**config.mk**
```make
export PLATFORM = sky130hd
export DESIGN_NAME = div_req_arbiter
export DESIGN_NICKNAME = d
export VERILOG_FILES = /design/src/rtl/div_req_arbiter.sv
export SDC_FILE = /design/constraint.sdc
export NUM_CORES = 1
export LEC_CHECK = 0
export BUFFER_PORTS_ARGS = -buffer_cell sky130_fd_sc_hd__buf_2
export CAP_MARGIN = 5
export CORE_AREA = 2 2 182 184
export DETAILED_ROUTE_END_ITERATION = 8
export DIE_AREA = 0 0 184 186
export PLACE_DENSITY = 0.51
export SETUP_SLACK_MARGIN = 0.05
export SLEW_MARGIN = 40
export SYNTH_ARGS = -nofsm -noshare
export SYNTH_HDL_FRONTEND = slang
export SYNTH_SLANG_ARGS = --single-unit
```
**constraint.sdc**
```tcl
create_clock -name ctl_clk -period 3.8 [get_ports ctl_clk]
set_clock_uncertainty 0.1 [all_clocks]
set_input_delay 0.19 -clock ctl_clk [delete_from_list [all_inputs] [get_ports ctl_clk]]
set_output_delay 0.19 -clock ctl_clk [all_outputs]
set_load 0.05 [all_outputs]
```
**src/rtl/div_req_arbiter.sv**
```systemverilog
`default_nettype none
// ============================================================================
// Module   : div_req_arbiter
// Purpose  : Shares one divider among NUM_CH requesting channels. Grants are
//            issued round-robin. The block drives the divider's
//            trigger/ready/done handshake and returns quotient and remainder
//            tagged with the channel number. Division by zero and a divider
//            timeout are resolved locally.
// Revision : 1.0 - initial release
// ----------------------------------------------------------------------------
// Ports:
//   ctl_clk, reset               clock and asynchronous active-low reset
//   req_valid/req_a/req_b/req_signed/req_ready
//                                per-channel request handshake (packed buses)
//   res_valid/res_ready/res_ch/res_q/res_r/res_div0/res_err
//                                result handshake and payload
//   div_a/div_b/div_signed/div_trigger/div_ready/div_done/div_q/div_r
//                                connection to the shared divider
// ============================================================================
module div_req_arbiter #(
  parameter int C_WIDTH = 32,
  parameter int NUM_CH  = 4,
  parameter int CH_BITS = 2,
  parameter int TIMEOUT = 64
) (
  input  logic                       ctl_clk,
  input  logic                       reset,
  input  logic [NUM_CH-1:0]          req_valid,
  input  logic [NUM_CH*C_WIDTH-1:0]  req_a,
  input  logic [NUM_CH*C_WIDTH-1:0]  req_b,
  input  logic [NUM_CH-1:0]          req_signed,
  output logic [NUM_CH-1:0]          req_ready,
  output logic                       res_valid,
  input  logic                       res_ready,
  output logic [CH_BITS-1:0]         res_ch,
  output logic [C_WIDTH-1:0]         res_q,
  output logic [C_WIDTH-1:0]         res_r,
  output logic                       res_div0,
  output logic                       res_err,
  output logic [C_WIDTH-1:0]         div_a,
  output logic [C_WIDTH-1:0]         div_b,
  output logic                       div_signed,
  output logic                       div_trigger,
  input  logic                       div_ready,
  input  logic                       div_done,
  input  logic [C_WIDTH-1:0]         div_q,
  input  logic [C_WIDTH-1:0]         div_r
);

  localparam int CNT_W = $clog2(TIMEOUT + 1);

  typedef enum logic [1:0] {
    IDLE   = 2'd0,
    ISSUE  = 2'd1,
    WAIT   = 2'd2,
    RESULT = 2'd3
  } state_t;

  state_t               state_q, state_d;
  logic [CH_BITS-1:0]   rr_ptr_q, rr_ptr_d;
  logic [CH_BITS-1:0]   ch_q, ch_d;
  logic [C_WIDTH-1:0]   a_q, a_d, b_q, b_d;
  logic [C_WIDTH-1:0]   q_q, q_d, r_q, r_d;
  logic                 signed_q, signed_d;
  logic                 div0_q, div0_d;
  logic                 err_q, err_d;
  logic [CNT_W-1:0]     cnt_q, cnt_d;

  logic                 gnt_found;
  logic [CH_BITS-1:0]   gnt_idx;
  logic [NUM_CH-1:0]    gnt_vec;
  logic [C_WIDTH-1:0]   sel_a, sel_b;
  logic                 sel_signed;

  // Round-robin search. The first loop covers channels below rr_ptr (the
  // wrapped part); the second loop covers rr_ptr and above and overrides it,
  // so the lowest valid channel at or after rr_ptr wins.
  always_comb begin
    gnt_found  = 1'b0;
    gnt_idx    = '0;
    for (int i = NUM_CH - 1; i >= 0; i--) begin
      if (req_valid[i] && (CH_BITS'(i) < rr_ptr_q)) begin
        gnt_found = 1'b1;
        gnt_idx   = CH_BITS'(i);
      end
    end
    for (int i = NUM_CH - 1; i >= 0; i--) begin
      if (req_valid[i] && (CH_BITS'(i) >= rr_ptr_q)) begin
        gnt_found = 1'b1;
        gnt_idx   = CH_BITS'(i);
      end
    end
    gnt_vec    = '0;
    sel_a      = '0;
    sel_b      = '0;
    sel_signed = 1'b0;
    for (int i = 0; i < NUM_CH; i++) begin
      if (gnt_found && (gnt_idx == CH_BITS'(i))) begin
        gnt_vec[i] = 1'b1;
        sel_a      = req_a[i*C_WIDTH +: C_WIDTH];
        sel_b      = req_b[i*C_WIDTH +: C_WIDTH];
        sel_signed = req_signed[i];
      end
    end
  end

  // The grant is combinational, so it is also gated by reset to keep
  // req_ready low while reset is asserted.
  assign req_ready = ((state_q == IDLE) && reset) ? gnt_vec : '0;

  always_comb begin
    state_d     = state_q;
    rr_ptr_d    = rr_ptr_q;
    ch_d        = ch_q;
    a_d         = a_q;
    b_d         = b_q;
    signed_d    = signed_q;
    q_d         = q_q;
    r_d         = r_q;
    div0_d      = div0_q;
    err_d       = err_q;
    cnt_d       = cnt_q;
    div_trigger = 1'b0;
    case (state_q)
      IDLE: begin
        if (gnt_found) begin
          ch_d     = gnt_idx;
          a_d      = sel_a;
          b_d      = sel_b;
          signed_d = sel_signed;
          rr_ptr_d = (gnt_idx == CH_BITS'(NUM_CH - 1)) ? '0 : gnt_idx + 1'b1;
          div0_d   = 1'b0;
          err_d    = 1'b0;
          if (sel_b == '0) begin
            // Divide by zero never reaches the divider.
            q_d     = '1;
            r_d     = sel_a;
            div0_d  = 1'b1;
            state_d = RESULT;
          end else begin
            state_d = ISSUE;
          end
        end
      end
      ISSUE: begin
        if (div_ready) begin
          div_trigger = 1'b1;
          cnt_d       = '0;
          state_d     = WAIT;
        end
      end
      WAIT: begin
        if (div_done) begin
          q_d     = div_q;
          r_d     = div_r;
          state_d = RESULT;
        end else if (cnt_q == CNT_W'(TIMEOUT - 1)) begin
          q_d     = '0;
          r_d     = '0;
          err_d   = 1'b1;
          state_d = RESULT;
        end else begin
          cnt_d = cnt_q + 1'b1;
        end
      end
      RESULT: begin
        if (res_ready) begin
          div0_d  = 1'b0;
          err_d   = 1'b0;
          state_d = IDLE;
        end
      end
      default: state_d = IDLE;
    endcase
  end

  always_ff @(posedge ctl_clk or negedge reset) begin
    if (!reset) begin
      state_q  <= IDLE;
      rr_ptr_q <= '0;
      ch_q     <= '0;
      a_q      <= '0;
      b_q      <= '0;
      signed_q <= 1'b0;
      q_q      <= '0;
      r_q      <= '0;
      div0_q   <= 1'b0;
      err_q    <= 1'b0;
      cnt_q    <= '0;
    end else begin
      state_q  <= state_d;
      rr_ptr_q <= rr_ptr_d;
      ch_q     <= ch_d;
      a_q      <= a_d;
      b_q      <= b_d;
      signed_q <= signed_d;
      q_q      <= q_d;
      r_q      <= r_d;
      div0_q   <= div0_d;
      err_q    <= err_d;
      cnt_q    <= cnt_d;
    end
  end

  // Latched operands feed the divider directly; they only change on a new
  // grant, so they stay stable through ISSUE and WAIT.
  assign div_a      = a_q;
  assign div_b      = b_q;
  assign div_signed = signed_q;

  assign res_valid  = (state_q == RESULT);
  assign res_ch     = ch_q;
  assign res_q      = q_q;
  assign res_r      = r_q;
  assign res_div0   = div0_q;
  assign res_err    = err_q;

endmodule
`default_nettype wire
```
==> flow_summary.json, run 1 <==
{
  "place_congestion": 0.918,
  "synth_cell_types": 40,
  "avgViaCountPerCell": 5.03,
  "timing.max_cap.violations": 0,
  "drt_iter0_markers": 615,
  "maxSlewHeadroom_pct": 47.7,
  "r2r-end": "res_r[31]",
  "place_inst": 1822,
  "initial_utilization_pct": 26.2,
  "multi_input_area_sq_um": 4510,
  "grt_use_total_pct": 21.4,
  "grt-busiest-layer": "met2",
  "power_frac_clock_pct": 14.2,
  "leakagePower_nw": 6.26,
  "cts_sinks": 144,
  "min_path_cells": 3,
  "vdd_drop_max_uv": 431,
  "cp_slowest_cell": "sky130_fd_sc_hd__dfrtp_1",
  "cts_max_path_buffers": 2,
  "synth_top_flop_cell": "sky130_fd_sc_hd__dfrtp_1",
  "clock_tree.htree_level_count": 4,
  "dr.pass1.iters": 5,
  "timing.final.hold_violations": 0,
  "floorplan.rows": 66,
  "asyncSetResetFlopFracSynth_pct": 100,
  "detailroute.via_count": 9751,
  "layout_fillers": 3313,
  "met3_usage_pct": 4.62,
  "combined_area_of_all_synthesized_cells_sq_um": 8450,
  "area.sequential_sq_um": 3600,
  "ys_seq_area_share_pct": 42.7,
  "timing.setup.tns_ps": 0,
  "clock_tree.root_cell": "sky130_fd_sc_hd__clkbuf_16",
  "grt_use_met2_pct": 36.2,
  "worst-endpoint-required_ps": 4020,
  "critical_path.reg2reg.startpoint": "rr_ptr_q[1]",
  "fp.coreArea_sq_um": 32200,
  "internal-power_mw": 5.76,
  "postPlaceCellArea_sq_um": 11500,
  "combinationalPowerShare_pct": 64.6,
  "globalRoute.totalOverflow": 0,
  "total_switching_power_mw": 6.40,
  "clock_latency_ps": 430,
  "die_w_um": 184,
  "io_buffers": 471,
  "cp-end-kind": "register",
  "die_area_sq_um": 34200,
  "worstRegToRegCells": 16,
  "timing.critical_path.cells": "nor2b_2 -> a21oi_2 -> o221ai_2 -> buf_4 -> ha_4 -> buf_12 -> a21oi_1 -> o21ai_0 -> a32oi_2 -> nand4_1 -> nor2_1 -> and4_4 -> a41o_4 -> buf_12 -> clkbuf_16 -> mux2_1",
  "ys_ff_latch": 144,
  "hold_end": "div_a[6]",
  "regToRegSetupSlack_ps": 170,
  "result_of_the_run": "completed",
  "drc_errors": 0,
  "critPathTopFamily": "compound AO/OA/AOI/OAI gates",
  "critPathMaxStageDelay_ps": 420,
  "setup_violations": 0,
  "met1_usage_in_global_routing_pct": 27.8,
  "grt_start_max_net_pins": 72,
  "drive_above_1_share_pct": 42.3,
  "hold_crit_start": "req_a[102]",
  "max_freq_mhz": 275,
  "power.share.sequential_pct": 21.2,
  "pin_count": 472,
  "global_route_wire_length_before_repair_um": 55700,
  "floorplan.die.height_um": 186,
  "count_of_buffering_cells_on_the_critical_path_with_inverters_included": 4,
  "clk_pin_slew_worst_paths_ps": 70,
  "cts_tree": "yes",
  "synth_cells": 977,
  "worstPathMaxFanout": 28,
  "wl_um": 39300,
  "design_area_sq_um": 13200,
  "layout_min_cycle_time_ps": 3630,
  "post-layout-total-power_mw": 12.2,
  "ant_nets": 0,
  "syn_avg_cell_area_sq_um": 8.65,
  "synth_edf_count": 0,
  "ys_warn_count": 0,
  "avgRoutedWirePerCell_um": 20.3,
  "crit_path_frequent_cell": "sky130_fd_sc_hd__buf_12",
  "timing_max_transition_violations_final": 0,
  "cts_buffers": 17,
  "post-route-period-util_pct": 95.6,
  "critical_path_class": "reg -> reg",
  "synthToLayoutAreaGrowth_pct": 55.8,
  "p_per_area_nw_per_um2": 924,
  "switching_share_pct": 52.6,
  "final_net_count": 1858,
  "setup.worst_path.start_class": "register",
  "worst-slew-pin-transition_ps": 784,
  "final_non_filler_cell_total": 1937,
  "initial_antenna_violation_count": 1,
  "dp_hpwl_um": 28300,
  "grt_pass1_vias": 9212,
  "cp.arrival_ps": 3850,
  "tightest_hold_check_type": "in -> reg",
  "synthesis.nets": 1320
}
[worst register-to-register path, stage by stage, from the launching register on]
cell and delay, ps:
sky130_fd_sc_hd__dfrtp_1 420, sky130_fd_sc_hd__nor2b_2 180, sky130_fd_sc_hd__a21oi_2 160, sky130_fd_sc_hd__o221ai_2 130, sky130_fd_sc_hd__buf_4 160, sky130_fd_sc_hd__ha_4 180
sky130_fd_sc_hd__buf_12 170, sky130_fd_sc_hd__a21oi_1 190, sky130_fd_sc_hd__o21ai_0 140, sky130_fd_sc_hd__a32oi_2 250, sky130_fd_sc_hd__nand4_1 190, sky130_fd_sc_hd__nor2_1 140
sky130_fd_sc_hd__and4_4 240, sky130_fd_sc_hd__a41o_4 250, sky130_fd_sc_hd__buf_12 150, sky130_fd_sc_hd__clkbuf_16 170, sky130_fd_sc_hd__mux2_1 310
[worst max path at each step]
stage	start	to	slack [ps]	cells after the start
after floorplan	rr_ptr_q[1]	res_r[27]	320	16
after global placement	rr_ptr_q[1]	res_r[2]	30	15
after detailed placement	rr_ptr_q[1]	res_r[2]	-80	16
after CTS	rr_ptr_q[1]	res_r[2]	40	17
after global routing	rr_ptr_q[1]	res_r[31]	-50	18
final	rr_ptr_q[1]	res_r[31]	170	16
[power by group through the flow]
stage	combinational, mW	sequential, mW	clock [mW]
5_1_grt	8.41	2.66	1.83
2_1_floorplan	2.89	4.73	0
6_report	7.86	2.58	1.73
3_3_place_gp	7.37	2.59	0
3_5_place_dp	7.41	2.59	0
4_1_cts	7.53	2.58	1.77
[routing by layer]
layer,up-vias,part of all wire [%]
li1,4631,-
met1,4722,44
met2,360,49
met3,38,6.1
met4,0,1.6
met5,-,0
[cell usage in the layout (no fill, tap or decap), types with 32 or more instances in the layout]
cell type	n
sky130_fd_sc_hd__a221oi_1	33
sky130_fd_sc_hd__buf_4	62
sky130_fd_sc_hd__dlygate4sd3_1	58
sky130_fd_sc_hd__nand2_1	117
sky130_fd_sc_hd__nor2b_1	35
sky130_fd_sc_hd__nor3_1	69
sky130_fd_sc_hd__o21ai_0	136
sky130_fd_sc_hd__o22a_1	32
sky130_fd_sc_hd__nand3_1	38
sky130_fd_sc_hd__buf_2	470
sky130_fd_sc_hd__a21o_1	32
sky130_fd_sc_hd__nor2_1	42
sky130_fd_sc_hd__a21oi_1	66
sky130_fd_sc_hd__dfrtp_1	144
[cells in the mapped netlist, drive strengths merged, types with 3 or more instances]
master	n	area, sq um
ha	10	125
o21ai	143	716
nor2b	36	225
a21oi	71	355
nor3	69	345
nand2	118	443
and2	4	25.0
o22a	32	280
clkbuf	78	293
nand3	38	190
mux2	33	443
mux2i	3	30.0
a221oi	33	289
dfrtp	144	3600
a32oi	32	280
nor2	47	176
nand4	8	50.1
buf	20	170
inv	11	41.3
a21o	32	240
[flip-flops by register name (all words and copies together), names as in the netlist, 2 cells and up]
register and cells:
div_b 32, res_r 32, rr_ptr_q 2, res_ch 2, res_q 32, div_a 32, state_q 2, cnt_q 7
[cell families (layout without fill, tap and decap cells)]
logic type	Yosys count	count (layout)	share of synthesized area (%)
AO/OA/AOI/OAI	350	350	26.2
adder cells (fa/ha/maj)	10	10	1.48
flip-flops	144	144	42.7
multiplexers	36	36	5.60
buffers and inverters	109	660	5.97
AND/OR/NAND/NOR	328	328	18.1
other	0	1	0
[cell type report]
type,count,area share (%)
repair buffers,617,29.7
inverters,11,0.314
clock buffers,17,3.23
well taps,408,3.88
multi-input cells,724,34.2
flip-flops and latches,144,27.4
clock inverters,15,1.26
diodes,1,0.0190
[stage by stage]
step | hold slack (ps) | util, % | worst slack (ps)
2_1_floorplan | -206 | - | 319
3_3_place_gp | -95.2 | 35.8 | 26.1
3_5_place_dp | -92.1 | 35.8 | -81.5
4_1_cts | 0.238 | 39.6 | 44.0
5_1_grt | 12.5 | 40.9 | -48.1
6_report | 6.75 | 40.9 | 169
[timing repair]
item,4_1_cts,5_1_grt
buffers inserted,1,16
hold buffers,58,0
pin swaps,2,20
resized for setup,4,32
hold endpoints to repair,201,0
endpoints found under the setup margin,59,64
cloned,1,6
No activity file was read; power rests on OpenSTA's default activity.
==> run 2: changes to the inputs <==
--- a/config.mk
+++ b/config.mk
@@ -5,12 +5,13 @@
 export SDC_FILE = /design/constraint.sdc
 export NUM_CORES = 1
 export LEC_CHECK = 0
+export ABC_AREA = 1
 export BUFFER_PORTS_ARGS = -buffer_cell sky130_fd_sc_hd__buf_2
 export CAP_MARGIN = 5
 export CORE_AREA = 2 2 182 184
 export DETAILED_ROUTE_END_ITERATION = 8
 export DIE_AREA = 0 0 184 186
-export PLACE_DENSITY = 0.51
+export PLACE_DENSITY = 0.54
 export SETUP_SLACK_MARGIN = 0.05
 export SLEW_MARGIN = 40
 export SYNTH_ARGS = -nofsm -noshare
==> flow_summary.json, run 2 <==
{
  "synthesis.nets": 1795,
  "final_net_count": 2280,
  "syn_avg_cell_area_sq_um": 6.42,
  "ys_seq_area_share_pct": 38.7,
  "synthTopCellsByArea": "sky130_fd_sc_hd__dfrtp_1 (39%), sky130_fd_sc_hd__nand2_1 (22%), sky130_fd_sc_hd__o21ai_0 (9.6%)",
  "clock_tree.htree_level_count": 4,
  "synth_top_area_cell": "sky130_fd_sc_hd__dfrtp_1",
  "critPathTopFamily": "simple AND/OR/NAND/NOR gates",
  "initial_antenna_violation_count": 3,
  "synth_cell_types": 26,
  "drive_above_1_share_pct": 30.7,
  "p_per_area_nw_per_um2": 993,
  "post-route-period-util_pct": 93.9,
  "dr.pass1.iters": 5,
  "final_non_filler_cell_total": 2364,
  "maxSlewHeadroom_pct": 49.8,
  "cts_tree": "yes",
  "yosysTopAreaCellShare_pct": 38.7,
  "count_of_buffering_cells_on_the_critical_path_with_inverters_included": 5,
  "avgRoutedWirePerCell_um": 18.8,
  "fin_util_pct": 41.9,
  "most-common-layout-cells": "sky130_fd_sc_hd__nand2_1 (542), sky130_fd_sc_hd__buf_2 (470), sky130_fd_sc_hd__o21ai_0 (178), sky130_fd_sc_hd__nand3_1 (168), sky130_fd_sc_hd__dfrtp_1 (144)",
  "synth_edf_count": 0,
  "wl_um": 44500,
  "detailroute.via_count": 11500,
  "layout_commonest_cell": "sky130_fd_sc_hd__nand2_1",
  "timing_max_transition_violations_final": 0,
  "ys_warn_count": 0,
  "cp.arrival_ps": 3780,
  "clk_pin_slew_worst_paths_ps": 70,
  "vdd_drop_max_uv": 449,
  "cts_buffers": 17,
  "clock_latency_ps": 430,
  "grt_start_max_net_pins": 69,
  "avgViaCountPerCell": 4.86,
  "place_inst": 2269,
  "setup_slack_ps": 230,
  "cts_sinks": 144,
  "fin_hold_ws_ps": 17.5,
  "io_buffers": 471,
  "rsz_0062_raised_after_global_routing": "false",
  "pin_count": 472,
  "grt_use_total_pct": 24.3,
  "layout_min_cycle_time_ps": 3570,
  "timing.max_cap.violations": 0,
  "drt_iter0_markers": 733,
  "asyncSetResetFlopFracSynth_pct": 100,
  "worst-slew-pin-transition_ps": 753,
  "initial_utilization_pct": 28.9,
  "timing.setup.tns_ps": 0,
  "synth_top_flop_cell": "sky130_fd_sc_hd__dfrtp_1",
  "fp.coreArea_sq_um": 32200,
  "postPlaceCellArea_sq_um": 12200,
  "timing.final.hold_violations": 0,
  "critical_path_class": "reg -> reg",
  "design_area_sq_um": 13500,
  "max_freq_mhz": 280,
  "regToRegSetupSlack_ps": 230,
  "drc_errors": 0,
  "worstPathMaxFanout": 16,
  "leakagePower_nw": 7.46,
  "dp_hpwl_um": 32700,
  "cts_max_path_buffers": 2,
  "floorplan.rows": 66,
  "cp-end-kind": "register",
  "place_congestion": 0.898,
  "globalRoute.totalOverflow": 0,
  "global_route_wire_length_before_repair_um": 62800,
  "ant_nets": 0,
  "critPathMaxStageDelay_ps": 440,
  "crit_path_frequent_cell": "sky130_fd_sc_hd__nand2_1",
  "die_w_um": 184,
  "timing.critical_path.cells": "nand2_1 -> nand2_2 -> inv_1 -> a211o_1 -> a21oi_4 -> inv_2 -> ha_1 -> inv_2 -> nor2_4 -> nand2_1 -> nand3_1 -> a21oi_1 -> buf_4 -> nand2_1 -> nor2_1 -> nand2_1 -> nor2_2 -> nand2_2 -> nand2_8 -> nand2_8 -> clkbuf_16 -> nand2_1 -> nand2_1",
  "synthToLayoutAreaGrowth_pct": 45.0,
  "cp_slowest_cell": "sky130_fd_sc_hd__dfrtp_1",
  "grt_pass1_vias": 10600,
  "setup_violations": 0,
  "detailedPlace.worstSlack_ps": -61.0,
  "result_of_the_run": "completed",
  "worst-endpoint-required_ps": 4010,
  "floorplan.die.height_um": 186,
  "post_synth_most_frequent_cells": "sky130_fd_sc_hd__nand2_1 (544), sky130_fd_sc_hd__o21ai_0 (178), sky130_fd_sc_hd__nand3_1 (168)",
  "die_area_sq_um": 34200,
  "setup.worst_path.start_class": "register",
  "ys_ff_latch": 144,
  "tightest_hold_check_type": "in -> reg",
  "synth_cells": 1452,
  "clock_tree.root_cell": "sky130_fd_sc_hd__clkbuf_16",
  "combined_area_of_all_synthesized_cells_sq_um": 9320,
  "post-layout-total-power_mw": 13.4,
  "synth_most_common_cell": "sky130_fd_sc_hd__nand2_1"
}
run 2: cell count changes after synthesis, moves of 19 or more:
cell | previous run | this run
sky130_fd_sc_hd__nor2_1 | 47 | 80
sky130_fd_sc_hd__inv_1 | 11 | 142
sky130_fd_sc_hd__o22a_1 | 32 | 0
sky130_fd_sc_hd__a21o_1 | 32 | 0
sky130_fd_sc_hd__nor3_1 | 69 | 8
sky130_fd_sc_hd__nor2b_1 | 36 | 0
sky130_fd_sc_hd__nand2_1 | 118 | 544
sky130_fd_sc_hd__nand3_1 | 38 | 168
sky130_fd_sc_hd__o21ai_0 | 143 | 178
sky130_fd_sc_hd__a221oi_1 | 33 | 0
sky130_fd_sc_hd__a32oi_1 | 32 | 0
sky130_fd_sc_hd__mux2_4 | 19 | 0
sky130_fd_sc_hd__a21oi_1 | 71 | 41
run 2: worst reg2reg max path: stages, from the launching register on:
cell	delay, ps
sky130_fd_sc_hd__dfrtp_1	440
sky130_fd_sc_hd__nand2_1	100
sky130_fd_sc_hd__nand2_2	90
sky130_fd_sc_hd__inv_1	70
sky130_fd_sc_hd__a211o_1	270
sky130_fd_sc_hd__a21oi_4	240
sky130_fd_sc_hd__inv_2	90
sky130_fd_sc_hd__ha_1	240
sky130_fd_sc_hd__inv_2	140
sky130_fd_sc_hd__nor2_4	110
sky130_fd_sc_hd__nand2_1	90
sky130_fd_sc_hd__nand3_1	120
sky130_fd_sc_hd__a21oi_1	160
sky130_fd_sc_hd__buf_4	140
sky130_fd_sc_hd__nand2_1	50
sky130_fd_sc_hd__nor2_1	100
sky130_fd_sc_hd__nand2_1	80
sky130_fd_sc_hd__nor2_2	140
sky130_fd_sc_hd__nand2_2	150
sky130_fd_sc_hd__nand2_8	140
sky130_fd_sc_hd__nand2_8	100
sky130_fd_sc_hd__clkbuf_16	210
sky130_fd_sc_hd__nand2_1	70
sky130_fd_sc_hd__nand2_1	50
run 2: path summary, 6_finish.rpt:
kind | start | endpoint | cells past startpoint
setup / recovery | rr_ptr_q[1] | res_r[26] | 23
hold / removal | div_q[21] | res_q[21] | 5
setup reg to reg | rr_ptr_q[1] | res_r[26] | 23
hold reg to reg | res_r[0] | res_r[0] | 2
max in group asynchronous | reset | rr_ptr_q[1] | 3
min in group asynchronous | reset | res_q[6] | 2
run 2: repair_timing:
action / CTS / global route
setup buffers: 0 / 11
hold buffers: 37 / 0
endpoints found under the setup margin: 64 / 64
cloned: 2 / 7
resized for setup: 5 / 26
pin swaps: 1 / 9
hold endpoints to repair: 124 / 0
run 2: kinds of logic (layout without fill, tap and decap cells):
| logic type | after synthesis | count (layout) | share of synthesized area, % |
|---|---|---|---|
| other cells | 0 | 6 | 0 |
| simple gates | 829 | 831 | 36.9 |
| compound gates | 223 | 223 | 12.1 |
| buf+inv | 246 | 742 | 11.0 |
| fa+ha+maj | 10 | 10 | 1.34 |
| flops | 144 | 144 | 38.7 |
run 2: cell type report:
cell class                 instances  area (sq um)
antenna                            6          15.0
clock buffer                      21           470
clock inverter                    11           128
fill                            3526         18700
inverter                         144           547
multi-input combinational       1064          4830
sequential                       144          3600
tap                              408           510
timing repair buffer             565          3390
timing repair inverter             1          7.51
run 2: per-layer routing:
metal  vias to the layer above  share of wire, %  track usage [%]
met2                       515                48             41.3
met5                         -             0.029                0
met3                        46               7.5             5.03
met1                      5356                42             31.3
li1                       5572                 -                -
met4                         2               2.0             6.37
run 2: power breakdown:
group / total (mW) / switching, mW / internal [mW]
Sequential: 2.64 / 0.393 / 2.25
Combinational: 9.02 / 6.52 / 2.49
Clock: 1.76 / 0.737 / 1.02
Total: 13.4 / 7.65 / 5.77
==> run 3: changes to the inputs <==
--- a/config.mk
+++ b/config.mk
@@ -8,10 +8,11 @@
 export ABC_AREA = 1
 export BUFFER_PORTS_ARGS = -buffer_cell sky130_fd_sc_hd__buf_2
 export CAP_MARGIN = 5
-export CORE_AREA = 2 2 182 184
+export CORE_AREA = 2 2 185 187
+export CTS_BUF_LIST = sky130_fd_sc_hd__clkbuf_2
 export DETAILED_ROUTE_END_ITERATION = 8
-export DIE_AREA = 0 0 184 186
-export PLACE_DENSITY = 0.54
+export DIE_AREA = 0 0 187 189
+export PLACE_DENSITY = 0.53
 export SETUP_SLACK_MARGIN = 0.05
 export SLEW_MARGIN = 40
 export SYNTH_ARGS = -nofsm -noshare
==> flow_summary.json, run 3 (synthesis results as in run 2) <==
{
  "timing_max_transition_violations_final": 0,
  "synthToLayoutAreaGrowth_pct": 70.3,
  "hold_crit_start": "req_a[51]",
  "timing.final.hold_violations": 0,
  "vdd_drop_max_uv": 463,
  "critical_path_class": "reg -> reg",
  "detailroute.via_count": 12600,
  "grt_pass1_vias": 12100,
  "postPlaceCellArea_sq_um": 12200,
  "ant_nets": 0,
  "timing.max_cap.violations": 0,
  "floorplan.die.height_um": 189,
  "fp.coreArea_sq_um": 33300,
  "cp-end-kind": "register",
  "post-layout-total-power_mw": 14.1,
  "final_non_filler_cell_total": 2649,
  "post-route-period-util_pct": 94.5,
  "p_per_area_nw_per_um2": 886,
  "dp_hpwl_um": 33000,
  "clock_tree.root_cell": "sky130_fd_sc_hd__clkbuf_2",
  "die_area_sq_um": 35300,
  "cts_buffers": 17,
  "hold_end": "res_r[19]",
  "drc_errors": 0,
  "cts_sinks": 144,
  "place_congestion": 0.930,
  "grt_start_max_net_pins": 90,
  "floorplan.rows": 67,
  "clock_tree.htree_level_count": 4,
  "final_net_count": 2526,
  "die_w_um": 187,
  "cts_max_path_buffers": 2,
  "dr.pass1.iters": 6,
  "result_of_the_run": "completed",
  "place_inst": 2304,
  "min_path_cells": 9,
  "grt_use_total_pct": 25.3,
  "avgRoutedWirePerCell_um": 18.4,
  "maxSlewHeadroom_pct": 48.3,
  "most-common-layout-cells": "sky130_fd_sc_hd__nand2_1 (542), sky130_fd_sc_hd__buf_2 (469), sky130_fd_sc_hd__dlygate4sd3_1 (276), sky130_fd_sc_hd__nand3_1 (168), sky130_fd_sc_hd__o21ai_0 (165)",
  "max_freq_mhz": 278,
  "timing.setup.tns_ps": 0,
  "avgViaCountPerCell": 4.77,
  "layout_min_cycle_time_ps": 3590,
  "worst-slew-pin-transition_ps": 776,
  "io_buffers": 471,
  "setup.worst_path.start_class": "register",
  "worst-endpoint-required_ps": 4320,
  "critical_path.reg2reg.startpoint": "rr_ptr_q[1]",
  "clock_latency_ps": 750,
  "globalRoute.totalOverflow": 0,
  "initial_utilization_pct": 28.0,
  "cp.arrival_ps": 4110,
  "setup_violations": 0,
  "design_area_sq_um": 15900,
  "rsz_0062_raised_after_global_routing": "true",
  "layout_commonest_cell": "sky130_fd_sc_hd__nand2_1",
  "pin_count": 472,
  "tightest_hold_check_type": "in -> reg",
  "regToRegSetupSlack_ps": 210,
  "wl_um": 48800,
  "drt_iter0_markers": 722,
  "global_route_wire_length_before_repair_um": 69500,
  "initial_antenna_violation_count": 4,
  "cts_tree": "yes",
  "leakagePower_nw": 8.40,
  "fin_util_pct": 47.7,
  "worstRegToRegCells": 24,
  "r2r-end": "res_r[2]",
  "drive_above_1_share_pct": 27.6,
  "worstPathMaxFanout": 16,
  "clk_pin_slew_worst_paths_ps": 210
}
run 3: through the flow:
stage | hold WS, ps | worst slack [ps]
final | 79.7 | 208
after global routing | 57.7 | -32.9
after CTS | 1.34 | 28.9
after detailed placement | 177 | -1.65
after global placement | 174 | 26.0
after floorplan | -206 | 597
run 3: how the worst max path moves through the flow:
stage | endpoint | slack, ps | from
floorplan | res_q[0] | 600 | rr_ptr_q[1]
global placement | res_r[1] | 30 | rr_ptr_q[1]
detailed placement | res_r[15] | -2 | rr_ptr_q[1]
CTS | res_r[2] | 30 | rr_ptr_q[1]
global route | res_q[7] | -30 | rr_ptr_q[1]
finish | res_r[2] | 210 | rr_ptr_q[1]
run 3: area by class of cell:
type	instances	area, sq um
well taps	448	561
diodes	5	12.5
multi-input cells	1063	4860
fillers	3459	17400
repair buffers	813	6000
inverters	144	552
clock buffers	19	95.1
clock inverters	13	186
flip-flops and latches	144	3600
run 3: repair_timing:
action | CTS | global route
gates cloned | 0 | 11
buffers inserted | 2 | 18
setup endpoints to repair | 66 | 94
endpoints found under the hold margin | 288 | 0
hold buffers | 277 | 0
pin swaps | 2 | 9
resized for setup | 6 | 52
run 3: per-layer routing:
| metal | track usage, % | vias up | routed length, um |
|---|---|---|---|
| li1 | - | 6054 | - |
| met1 | 31.8 | 5854 | 19800 |
| met2 | 43.0 | 629 | 23300 |
| met3 | 5.32 | 88 | 3850 |
| met4 | 9.16 | 2 | 1830 |
| met5 | 0 | - | 13 |
run 3: where the power goes:
| group | internal, mW | switching [mW] |
|---|---|---|
| registers | 2.23 | 0.415 |
| logic | 3.45 | 6.88 |
| clock network | 0.440 | 0.638 |
| total | 6.13 | 7.93 |
run 3: worst max-delay path: stages (launching register included):
cell	delay, ps
sky130_fd_sc_hd__dfrtp_1	470
sky130_fd_sc_hd__inv_2	110
sky130_fd_sc_hd__a21oi_1	60
sky130_fd_sc_hd__nor4_1	160
sky130_fd_sc_hd__nor3_1	110
sky130_fd_sc_hd__nor2_2	230
sky130_fd_sc_hd__inv_2	110
sky130_fd_sc_hd__ha_4	190
sky130_fd_sc_hd__clkinvlp_4	140
sky130_fd_sc_hd__nor2_4	60
sky130_fd_sc_hd__buf_12	150
sky130_fd_sc_hd__buf_4	180
sky130_fd_sc_hd__nand2_1	70
sky130_fd_sc_hd__nand3_1	80
sky130_fd_sc_hd__a21oi_2	220
sky130_fd_sc_hd__nand2_1	90
sky130_fd_sc_hd__nor2_1	100
sky130_fd_sc_hd__nand2_1	70
sky130_fd_sc_hd__nor2_2	160
sky130_fd_sc_hd__nand2_4	110
sky130_fd_sc_hd__nand2_8	120
sky130_fd_sc_hd__nand2_8	110
sky130_fd_sc_hd__buf_12	180
sky130_fd_sc_hd__nand2_1	60
sky130_fd_sc_hd__nand2_1	50
